$ cat src/rtl/fetch_pkg.sv
// Shared types and constants for the instruction fetch unit.
package fetch_pkg;

    typedef enum logic [1:0] {
        ST_REQ,
        ST_RESP,
        ST_SERVE,
        ST_DRAIN
    } fetch_state_e;

    localparam int LINE_BYTES     = 64;
    localparam int WORDS_PER_LINE = 16;

    // {READ, MEMORY, 8'h00} as laid out in the shared system-bus tag.
    localparam logic [12:0] TAG_READ_MEMORY = {1'b1, 4'b0001, 8'h00};

endpackage

$ cat src/rtl/fetch_line_buffer.sv
// One-line fetch buffer: beat-wide write port, 32-bit word-select read port.
module fetch_line_buffer #(
    parameter  int LINE_BEATS = 8,
    parameter  int BUS_WIDTH  = 64,
    localparam int AW         = $clog2(LINE_BEATS)
) (
    input  logic                 clk,
    input  logic                 we_i,
    input  logic [AW-1:0]        waddr_i,
    input  logic [BUS_WIDTH-1:0] wdata_i,
    input  logic [AW:0]          raddr_i,
    output logic [31:0]          rdata_o
);

    logic [BUS_WIDTH-1:0] mem_q [LINE_BEATS];
    logic [BUS_WIDTH-1:0] entry;

    always_ff @(posedge clk) begin
        if (we_i) begin
            mem_q[waddr_i] <= wdata_i;
        end
    end

    // Little-endian: even word in the low half of the beat.
    assign entry   = mem_q[raddr_i[AW:1]];
    assign rdata_o = raddr_i[0] ? entry[63:32] : entry[31:0];

endmodule

$ cat src/rtl/instr_fetch.sv
// Line-granular instruction fetch: requests a 64-byte line, buffers it,
// then streams its words to the decoder until the line ends or a redirect.
//
//   state    | meaning
//   ST_REQ   | line request on the bus, waiting for ack
//   ST_RESP  | collecting beats into the line buffer
//   ST_SERVE | presenting buffered instructions to decode
//   ST_DRAIN | discarding beats of a line abandoned by a redirect
module instr_fetch
    import fetch_pkg::*;
#(
    parameter logic [63:0] RESET_PC   = 64'h0,
    parameter int          BUS_WIDTH  = 64,
    parameter int          LINE_BEATS = 8
) (
    input  logic                 clk,
    input  logic                 reset,
    output logic                 bus_reqcyc,
    output logic [63:0]          bus_req,
    output logic [12:0]          bus_reqtag,
    input  logic                 bus_reqack,
    input  logic                 bus_respcyc,
    input  logic [BUS_WIDTH-1:0] bus_resp,
    output logic                 bus_respack,
    input  logic                 redirect_valid,
    input  logic [63:0]          redirect_pc,
    output logic                 instr_valid,
    output logic [31:0]          instruction,
    output logic [63:0]          cur_pc,
    input  logic                 instr_ready
);

    localparam int BEAT_W = $clog2(LINE_BEATS);

    fetch_state_e      state_q, state_d;
    logic [63:0]       pc_q, pc_d;
    logic [63:0]       req_pc_q, req_pc_d;
    logic [BEAT_W-1:0] beat_q, beat_d;
    logic              pending_q, pending_d;
    logic              buf_we;
    logic              last_beat;
    logic [31:0]       buf_word;
    logic [63:0]       redir_pc;

    assign redir_pc   = redirect_pc & ~64'h3;
    assign last_beat  = bus_respcyc && (beat_q == BEAT_W'(LINE_BEATS - 1));
    assign bus_req    = req_pc_q & ~(64'(LINE_BYTES) - 64'd1);
    assign bus_reqtag = TAG_READ_MEMORY;

    fetch_line_buffer #(
        .LINE_BEATS(LINE_BEATS),
        .BUS_WIDTH (BUS_WIDTH)
    ) u_line_buf (
        .clk    (clk),
        .we_i   (buf_we),
        .waddr_i(beat_q),
        .wdata_i(bus_resp),
        .raddr_i(pc_q[BEAT_W+2:2]),
        .rdata_o(buf_word)
    );

    always_ff @(posedge clk or negedge reset) begin
        if (!reset) begin
            state_q   <= ST_REQ;
            pc_q      <= RESET_PC;
            req_pc_q  <= RESET_PC;
            beat_q    <= '0;
            pending_q <= 1'b0;
        end else begin
            state_q   <= state_d;
            pc_q      <= pc_d;
            req_pc_q  <= req_pc_d;
            beat_q    <= beat_d;
            pending_q <= pending_d;
        end
    end

    always_comb begin
        state_d     = state_q;
        pc_d        = pc_q;
        req_pc_d    = req_pc_q;
        beat_d      = beat_q;
        pending_d   = pending_q;
        buf_we      = 1'b0;
        bus_reqcyc  = 1'b0;
        bus_respack = 1'b0;
        instr_valid = 1'b0;
        instruction = '0;
        cur_pc      = '0;

        case (state_q)
            ST_REQ: begin
                bus_reqcyc = 1'b1;
                // The request address is held; the redirect only retargets pc.
                if (redirect_valid) begin
                    pc_d      = redir_pc;
                    pending_d = 1'b1;
                end
                if (bus_reqack) begin
                    beat_d    = '0;
                    pending_d = 1'b0;
                    state_d   = (pending_q || redirect_valid) ? ST_DRAIN : ST_RESP;
                end
            end
            ST_RESP: begin
                bus_respack = bus_respcyc;
                buf_we      = bus_respcyc;
                if (bus_respcyc) begin
                    beat_d = beat_q + BEAT_W'(1);
                end
                if (redirect_valid) begin
                    pc_d     = redir_pc;
                    req_pc_d = redir_pc;
                    state_d  = last_beat ? ST_REQ : ST_DRAIN;
                end else if (last_beat) begin
                    state_d = ST_SERVE;
                end
            end
            ST_SERVE: begin
                instr_valid = 1'b1;
                instruction = buf_word;
                cur_pc      = pc_q;
                if (redirect_valid) begin
                    pc_d     = redir_pc;
                    req_pc_d = redir_pc;
                    state_d  = ST_REQ;
                end else if (instr_ready) begin
                    pc_d = pc_q + 64'd4;
                    if (pc_q[5:2] == 4'(WORDS_PER_LINE - 1)) begin
                        req_pc_d = pc_q + 64'd4;
                        state_d  = ST_REQ;
                    end
                end
            end
            ST_DRAIN: begin
                bus_respack = bus_respcyc;
                if (bus_respcyc) begin
                    beat_d = beat_q + BEAT_W'(1);
                end
                if (redirect_valid) begin
                    pc_d = redir_pc;
                end
                if (last_beat) begin
                    req_pc_d = redirect_valid ? redir_pc : pc_q;
                    state_d  = ST_REQ;
                end
            end
            default: state_d = ST_REQ;
        endcase

        // Outputs drop the moment reset asserts, not at the next edge.
        if (!reset) begin
            bus_reqcyc  = 1'b0;
            bus_respack = 1'b0;
            instr_valid = 1'b0;
            instruction = '0;
            cur_pc      = '0;
        end
    end

endmodule

$ cat config.mk
export PLATFORM = sky130hd
export DESIGN_NAME = instr_fetch
export DESIGN_NICKNAME = d
export VERILOG_FILES = /design/src/rtl/fetch_pkg.sv /design/src/rtl/fetch_line_buffer.sv /design/src/rtl/instr_fetch.sv
export SDC_FILE = /design/constraint.sdc
export NUM_CORES = 1
export LEC_CHECK = 0
export CAP_MARGIN = 25
export CORE_MARGIN = 2
export CORE_UTILIZATION = 58
export CTS_CLUSTER_SIZE = 24
export DETAILED_ROUTE_END_ITERATION = 10
export DONT_BUFFER_PORTS = 1
export PLACE_DENSITY = 0.76
export SLEW_MARGIN = 20
export SYNTH_ARGS = -nofsm -noshare
export SYNTH_HDL_FRONTEND = slang
export SYNTH_SLANG_ARGS = --single-unit
$ cat constraint.sdc
create_clock -name clk -period 6.38 [get_ports clk]
set_input_delay 1.276 -clock clk [delete_from_list [all_inputs] [get_ports clk]]
set_output_delay 1.276 -clock clk [all_outputs]
set_load 0.05 [all_outputs]
==> summary.md, run 1 <==
| Metric | Value |
|---|---|
| Count of input and output buffers | `0` |
| Number of clock sinks | `640` |
| Setup repair after global routing missed its margin | `no` |
| Post-Syn Instances | `1902` |
| Distinct cell type count after synthesis | `73` |
| Routed length per instance | `29.14 microns` |
| CTS tree | `built` |
| Part of the cycle the worst path needs | `0.7365` |
| Share of total power consumed by net switching | `0.3409` |
| Avg Cell Area, Syn | `14.94 sq um` |
| Flip-flop and latch count after synthesis | `640` |
| Cell count after placement | `2402` |
| Number of remaining DRC errors | `0` |
| Reported net switching power | `4188 uW` |
| Transition time at the pin with the least slew margin | `1.047 ns` |
| Fraction of synthesized cell area taken by the top area cell type | `0.5409` |
| Required time of the critical path | `5.10 ns` |
| Vias in the first global route | `17030` |
| Max-slew headroom at the worst pin | `0.2957` |
| Drt pass-1 iters | `8` |
| Leakage | `0.01033 uW` |
| Worst min-delay path class | `in -> async` |
| Startpoint types | `register` |
| Critical Path AT | `3.42 ns` |
| Placer's final routability congestion estimate | `0.9417` |
| Crit-path max FO | `60` |
| Share of layout cells above drive strength 1 | `0.1776` |
| Hold slack final | `0.3573 ns` |
| Max Slew Vio Count | `0` |
| Count of filler cells inserted in the layout | `3393` |
| Maximum ir drop on the vdd rail | `0.0002977 V` |
| Combined global-route utilization of all metal layers | `0.2927` |
| Number of antenna-violating nets in the routed design | `0` |
| Count of routing violations after the opening detailed-route iteration | `2082` |
| Number of antenna violations at the first check in global routing | `6` |
| Sequential element share of the synthesized area | `0.6536` |
| Synth async-reset ratio | `0.2000` |
| Final Core Density | `0.6396` |
| Core Region | `0.04865 sq mm` |
| Area delta synth->final | `9.464%` |
| Average vias per placed instance | `6.847` |
| Shortest period the worst path allows | `4.699 ns` |
| Setup-failing EPs final | `0` |
| Endpoint kind of the worst setup timing path | `output port` |
| Vias | `17300` |
| FMAX | `212.8 MHz` |
| Filler-free cell count of the finished design | `2527` |
| Count of hold-fix buffers inserted at cts | `0` |
| Logic pwr share | `0.190` |
| Number of resized instances in the post-cts repair step | `0` |
| Aggregate negative setup slack | `0 ns` |
| Die span in y | `225.4 microns` |
| Synth Warn # | `0` |
| Die X | `225.4 microns` |
| Count of max-cap constraint violations | `0` |
| Final global-route overflow total | `0` |
| Area of all placed cells without fillers | `0.03111 sq mm` |
| Detailed Route WL | `73.64 mm` |
| Ranking of synthesized cells by area | `sky130_fd_sc_hd__edfxtp_1 54%, sky130_fd_sc_hd__mux4_2 13%, sky130_fd_sc_hd__dfrtp_1 11%` |
| Post-synthesis cell area | `0.02842 sq mm` |
| Internal Dissipation | `8095 uW` |
| Die area | `0.05079 sq mm` |
| EDFF count, synth | `512` |
| Sequential share of power | `0.492` |
| Yosys top cell by area | `sky130_fd_sc_hd__edfxtp_1` |
| Maximum buffer depth of the clock tree | `3` |
| Total CTS buffers | `67` |
| Detail Placement HPWL | `41.62 mm` |
| Final Hold Fails | `0` |
| Number of top-level design ports | `310` |
| Final nets | `1986` |
| Cell Area, Placed | `0.02893 sq mm` |
| Initial core utilization | `0.5843` |
| Worst skew pair latency | `0.61 ns` |
| Master cell of the clock root buffer | `sky130_fd_sc_hd__clkbuf_16` |
| Power per cell area | `394.8 mW/mm^2` |
| Level count of the clock H-tree | `3` |
| Run status | `complete, no violations` |
| First-pass GRT wire length | `109.4 mm` |
| Worst Path Class, Setup | `reg -> out` |
| Pin count of the biggest net entering global routing | `196` |
| Clock transition at path regs | `0.06 ns` |
| Post-CTS setup buffer count | `0` |
| Clock share of power | `0.317` |
| Ys flop type | `sky130_fd_sc_hd__edfxtp_1` |
| Setup skew after layout | `0.02722 ns` |
| Std cell rows | `81` |
==> power by group through the flow <==
stage	clock network (uW)	registers, uW	logic [uW]
after global routing	4080	6090	2500
after CTS	3940	6040	2330
final	3900	6050	2340
after detailed placement	0	6120	2300
after floorplan	0	5920	1840
after global placement	0	6090	2250
==> worst paths after layout <==
| kind | from | to | slack [ns] | cells past startpoint |
|---|---|---|---|---|
| setup reg to reg | register | req_pc_q[43] | 2.51 | 6 |
| max in group asynchronous | reset | state_q[0] | 5.77 | 0 |
| hold / removal | reset | req_pc_q[50] | 0.36 | 0 |
| min in group clk | pc_q[0] | pc_q[0] | 0.49 | 1 |
| setup / recovery | register | instruction[11] | 1.68 | 4 |
| hold reg to reg | pc_q[0] | pc_q[0] | 0.49 | 1 |
==> per-layer routing <==
layer,vias up,share of wire,GRT usage
li1,7287,-,-
met1,8891,0.39,0.3919
met2,921,0.48,0.4604
met3,195,0.092,0.08057
met4,8,0.041,0.1156
met5,-,0.00067,0
==> sequential cells by signal, indices dropped and copies added, names as in the netlist, named ones only <==
register	count
beat_q	3
pc_q	60
pending_q	1
req_pc_q	58
state_q	2
u_line_buf.mem_q	512
==> per-stage QoR <==
stage          power (uW)  setup WS, ns
2_1_floorplan        7752         1.208
3_3_place_gp         8340         2.188
3_5_place_dp         8419         2.217
4_1_cts             12310         1.587
5_1_grt             12670         1.504
6_report            12280         1.681
==> placed cells by master, fill, tap and decap left out, types with 11 or more instances in the layout <==
cell type                   synthesis  final
sky130_fd_sc_hd__and3_1            84     83
sky130_fd_sc_hd__o22ai_1           41     41
sky130_fd_sc_hd__and2_1            41     40
sky130_fd_sc_hd__a21oi_1           27     27
sky130_fd_sc_hd__mux4_2           160    160
sky130_fd_sc_hd__clkbuf_16          0     70
sky130_fd_sc_hd__nand4_1           39     39
sky130_fd_sc_hd__o21ai_0          107    106
sky130_fd_sc_hd__edfxtp_1         512    512
sky130_fd_sc_hd__dfrtp_1          128    123
sky130_fd_sc_hd__clkbuf_1         117     16
sky130_fd_sc_hd__nand2_1          128    128
sky130_fd_sc_hd__buf_4             19     35
sky130_fd_sc_hd__a31oi_1           11     11
sky130_fd_sc_hd__inv_1             16     16
sky130_fd_sc_hd__xor2_1            24     24
sky130_fd_sc_hd__nor3_1            41     39
sky130_fd_sc_hd__nor4_1            16     16
sky130_fd_sc_hd__nand3_1           35     35
sky130_fd_sc_hd__conb_1             2     19
sky130_fd_sc_hd__xnor2_1           47     47
sky130_fd_sc_hd__clkinv_2           0     13
sky130_fd_sc_hd__a221oi_1          29     29
sky130_fd_sc_hd__mux2i_1           15     15
sky130_fd_sc_hd__nor2_1           100     94
==> cells in the mapped netlist (16+ instances only) <==
master / n
sky130_fd_sc_hd__a21oi_1: 27
sky130_fd_sc_hd__a221oi_1: 29
sky130_fd_sc_hd__and2_1: 41
sky130_fd_sc_hd__and3_1: 84
sky130_fd_sc_hd__buf_1: 22
sky130_fd_sc_hd__buf_2: 17
sky130_fd_sc_hd__buf_4: 19
sky130_fd_sc_hd__clkbuf_1: 117
sky130_fd_sc_hd__dfrtp_1: 128
sky130_fd_sc_hd__edfxtp_1: 512
sky130_fd_sc_hd__inv_1: 16
sky130_fd_sc_hd__mux4_2: 160
sky130_fd_sc_hd__nand2_1: 128
sky130_fd_sc_hd__nand3_1: 35
sky130_fd_sc_hd__nand4_1: 39
sky130_fd_sc_hd__nor2_1: 100
sky130_fd_sc_hd__nor3_1: 41
sky130_fd_sc_hd__nor4_1: 16
sky130_fd_sc_hd__o21ai_0: 107
sky130_fd_sc_hd__o22ai_1: 41
sky130_fd_sc_hd__xnor2_1: 47
sky130_fd_sc_hd__xor2_1: 24
==> worst max-delay path, cell delays in order, from the launching register on <==
cell	delay (ns)
sky130_fd_sc_hd__dfrtp_4	1.09
sky130_fd_sc_hd__buf_4	0.46
sky130_fd_sc_hd__mux4_2	0.39
sky130_fd_sc_hd__mux4_2	0.51
sky130_fd_sc_hd__and2_1	0.35
==> layout make-up <==
type	instances	area, sq um	area share
well taps	622	778.2	0.02501
inverters	17	63.81	0.002051
flip-flops and latches	640	18590	0.5975
clock buffers	88	1839	0.05911
multi-input cells	1086	9190	0.2954
diodes	2	5.005	0.0001609
repair buffers	37	310.3	0.009973
clock inverters	35	335.3	0.01078
==> kinds of logic after synthesis <==
logic type / synth area share
buf+inv: 0.02879
xor+xnor: 0.02188
flops: 0.6536
other cells: 0.0002642
mux: 0.1356
simple gates: 0.09715
fa+ha+maj: 0.001321
compound gates: 0.06136
Note: power is estimated with default switching activity, not from simulation.
==> run 2: changes to the inputs <==
--- a/config.mk
+++ b/config.mk
@@ -7,11 +7,11 @@
 export LEC_CHECK = 0
 export CAP_MARGIN = 25
 export CORE_MARGIN = 2
-export CORE_UTILIZATION = 58
+export CORE_UTILIZATION = 64
 export CTS_CLUSTER_SIZE = 24
 export DETAILED_ROUTE_END_ITERATION = 10
 export DONT_BUFFER_PORTS = 1
-export PLACE_DENSITY = 0.76
+export PLACE_DENSITY = 0.8
 export SLEW_MARGIN = 20
 export SYNTH_ARGS = -nofsm -noshare
 export SYNTH_HDL_FRONTEND = slang
==> constraint.sdc (replaced) <==
create_clock -name clk -period 4.8 [get_ports clk]
set_input_delay 0.96 -clock clk [delete_from_list [all_inputs] [get_ports clk]]
set_output_delay 0.96 -clock clk [all_outputs]
set_load 0.05 [all_outputs]
==> run 2 against run 1 <==
  * Register-to-register slack worse by 1.2 ns
  * Global-route usage is 2.3 points higher
  * Clock-buffer cell count is 11 lower
  * Total power grew 29%
  * Core utilization grew 6.3 points
  * Final cell count down 1.6%
  * Critical endpoint is now instruction[29]
  * Largest power group unchanged
  * Highest routed layer unchanged
==> summary.md, run 2 (synthesis results as in run 1) <==
| Metric | Value |
|---|---|
| Transition time at the pin with the least slew margin | `1.076 ns (was 1.047 ns)` |
| Library cell appearing most often on the critical path | `sky130_fd_sc_hd__mux4_2 (unchanged)` |
| Startpoint types | `register (unchanged)` |
| Power per cell area | `513.0 mW/mm^2 (was 394.8 mW/mm^2)` |
| Placer's final routability congestion estimate | `0.9489 (was 0.9417)` |
| Max-slew headroom at the worst pin | `0.2828 (was 0.2957)` |
| Final global-route overflow total | `0 (unchanged)` |
| Drt pass-1 iters | `6 (was 8)` |
| Combined global-route utilization of all metal layers | `0.3154 (was 0.2927)` |
| Level count of the clock H-tree | `2 (was 3)` |
| Die span in y | `214.7 microns (was 225.4 microns)` |
| Most frequent standard cell in the layout excluding fill and tap cells | `sky130_fd_sc_hd__edfxtp_1 (unchanged)` |
| Largest stage delay on the critical path | `0.91 ns (was 1.09 ns)` |
| Vias in the first global route | `17270 (was 17030)` |
| Count of max-cap constraint violations | `0 (unchanged)` |
| Worst min-delay path class | `in -> async (unchanged)` |
| Area delta synth->final | `8.892% (was 9.464%)` |
| Number of clock sinks | `640 (unchanged)` |
| First-pass GRT wire length | `109.3 mm (was 109.4 mm)` |
| Count of input and output buffers | `0 (unchanged)` |
| Run status | `complete, no violations (unchanged)` |
| Top Registers | `u_line_buf.mem_q (512), pc_q (60), req_pc_q (58) (unchanged)` |
| Max Slew Vio Count | `0 (unchanged)` |
| Sum of internal, switching and leakage power | `15880 uW (was 12280 uW)` |
| Sequential share of power | `0.507 (was 0.492)` |
| Cell count after placement | `2369 (was 2402)` |
| Detail Placement HPWL | `40.13 mm (was 41.62 mm)` |
| List of cells traversed by the critical path | `buf_4, mux4_2, mux4_2, and2_1 (unchanged)` |
| Highest routing layer actually used | `met5 (unchanged)` |
| Setup-failing EPs final | `0 (unchanged)` |
| Count of filler cells inserted in the layout | `2736 (was 3393)` |
| Internal Dissipation | `10460 uW (was 8095 uW)` |
| Std cell rows | `77 (was 81)` |
| Worst skew pair latency | `0.62 ns (was 0.61 ns)` |
| Metal-1 WL | `26.34 mm (was 28.38 mm)` |
| Detailed Route WL | `71.60 mm (was 73.64 mm)` |
| Reported net switching power | `5420 uW (was 4188 uW)` |
| Number of remaining DRC errors | `0 (unchanged)` |
| Max FFs per register | `512 (unchanged)` |
| Endpoint kind of the worst setup timing path | `output port (unchanged)` |
| Share of layout cells above drive strength 1 | `0.1724 (was 0.1776)` |
| Dominant delay contributor by cell family on the critical path | `flip-flops (unchanged)` |
| Part of the cycle the worst path needs | `0.8891` |
| Pre-CTS worst setup slack | `1.194 ns (was 2.217 ns)` |
| Initial core utilization | `0.6456 (was 0.5843)` |
| Final Hold Fails | `0 (unchanged)` |
| Share of total power consumed by net switching | `0.3413 (was 0.3409)` |
| Pin count of the biggest net entering global routing | `196 (unchanged)` |
| Worst Path Class, Setup | `reg -> out (unchanged)` |
| Met3 Routed Length | `7.547 mm (was 6.766 mm)` |
| Post-CTS setup buffer count | `0 (unchanged)` |
| Count of routing violations after the opening detailed-route iteration | `2191 (was 2082)` |
| Largest register by flop count | `u_line_buf.mem_q (unchanged)` |
| Final Core Density | `0.7030 (was 0.6396)` |
| FMAX | `234.3 MHz` |
| Crit-path max FO | `48 (was 60)` |
| Required time of the critical path | `3.84 ns (was 5.10 ns)` |
| Leading cell types in the layout, fill and taps excluded | `512 x sky130_fd_sc_hd__edfxtp_1, 160 x sky130_fd_sc_hd__mux4_2, 128 x sky130_fd_sc_hd__nand2_1, 123 x sky130_fd_sc_hd__dfrtp_1, 106 x sky130_fd_sc_hd__o21ai_0 (unchanged)` |
| Average vias per placed instance | `6.978 (was 6.847)` |
| Number of antenna violations at the first check in global routing | `5 (was 6)` |
| Die area | `0.04611 sq mm (was 0.05079 sq mm)` |
| Master cell of the clock root buffer | `sky130_fd_sc_hd__clkbuf_16 (unchanged)` |
| Die X | `214.7 microns (was 225.4 microns)` |
| Met2 wirelength from detailed routing | `34.60 mm (was 35.41 mm)` |
| Number of resized instances in the post-cts repair step | `0 (unchanged)` |
| Master of the slowest instance on the critical path | `sky130_fd_sc_hd__dfrtp_4 (unchanged)` |
| Clock transition at path regs | `0.06 ns (about the same)` |
| Core Region | `0.04403 sq mm (was 0.04865 sq mm)` |
| Logic pwr share | `0.195 (was 0.190)` |
| Setup skew after layout | `0.02550 ns (was 0.02722 ns)` |
| Routed length per instance | `28.80 microns (was 29.14 microns)` |
| Maximum buffer depth of the clock tree | `3 (unchanged)` |
| Shortest period the worst path allows | `4.268 ns` |
| Filler-free cell count of the finished design | `2486 (was 2527)` |
| Number of antenna-violating nets in the routed design | `0 (unchanged)` |
| Maximum ir drop on the vdd rail | `0.0003716 V (was 0.0002977 V)` |
| Final setup slack of the worst path | `0.5325 ns (was 1.681 ns)` |
| Final nets | `1977 (was 1986)` |
| CP bufs+invs | `1 (unchanged)` |
| Vias | `17350 (was 17300)` |
| CTS tree | `built (unchanged)` |
| Leakage | `0.01024 uW (was 0.01033 uW)` |
| Critical Path AT | `3.31 ns (was 3.42 ns)` |
| Number of top-level design ports | `310 (unchanged)` |
| Setup repair after global routing missed its margin | `no (unchanged)` |
| Clock share of power | `0.298 (was 0.317)` |
| Total CTS buffers | `60 (was 67)` |
| Count of hold-fix buffers inserted at cts | `0 (unchanged)` |
-- run 2: final timing paths --
kind	from	end	slack [ns]	depth (start not counted)
max in group asynchronous	reset	asynchronous set/reset pin	4.49	0
worst max-delay path	register	instruction[29]	0.53	4
min in group clk	bus_resp[12]	u_line_buf.mem_q[7][12]	0.42	0
worst max register to register	register	req_pc_q[47]	1.33	6
worst min register to register	pc_q[0]	pc_q[0]	0.49	1
worst min-delay path	reset	state_q[1]	0.05	0
-- run 2: layer usage --
metal	vias up	GRT usage
li1	7277	-
met1	8806	0.4222
met2	1051	0.5031
met5	-	0
met3	211	0.07941
met4	2	0.1287
-- run 2: cell type report --
| cell class | instances | area [sq um] | share of cell area |
|---|---|---|---|
| flip-flops and latches | 640 | 18590 | 0.6006 |
| inverters | 17 | 63.81 | 0.002062 |
| diodes | 3 | 7.507 | 0.0002426 |
| clock inverters | 36 | 356.6 | 0.01152 |
| clock buffers | 77 | 1597 | 0.05158 |
| repair buffers | 35 | 407.9 | 0.01318 |
| multi-input cells | 1086 | 9189 | 0.2969 |
| well taps | 592 | 740.7 | 0.02393 |
-- run 2: per-stage QoR --
stage	hold WS, ns	area (sq um)	setup TNS, ns
final	0.04614	30950	0
after global routing	0.006684	30950	0
after CTS	0.0007331	30920	0
after detailed placement	0.4811	28960	0
after global placement	0.4775	28960	0
after floorplan	0.4552	28500	-10.76
-- run 2: power groups by stage --
stage | logic [uW] | clock network [uW] | registers (uW)
3_3_place_gp | 2970 | 0 | 8090
3_5_place_dp | 3040 | 0 | 8130
4_1_cts | 3080 | 4780 | 8030
5_1_grt | 3320 | 4970 | 8100
6_report | 3100 | 4730 | 8050
2_1_floorplan | 2440 | 0 | 7860
-- run 2: worst register-to-register path, stage by stage (launching register included) --
cell                       delay, ns
sky130_fd_sc_hd__dfrtp_4        0.91
sky130_fd_sc_hd__nand3_2        0.27
sky130_fd_sc_hd__or4_4          0.57
sky130_fd_sc_hd__or3_1          0.66
sky130_fd_sc_hd__or3_1          0.43
sky130_fd_sc_hd__mux2_2         0.28
sky130_fd_sc_hd__a221oi_2       0.26
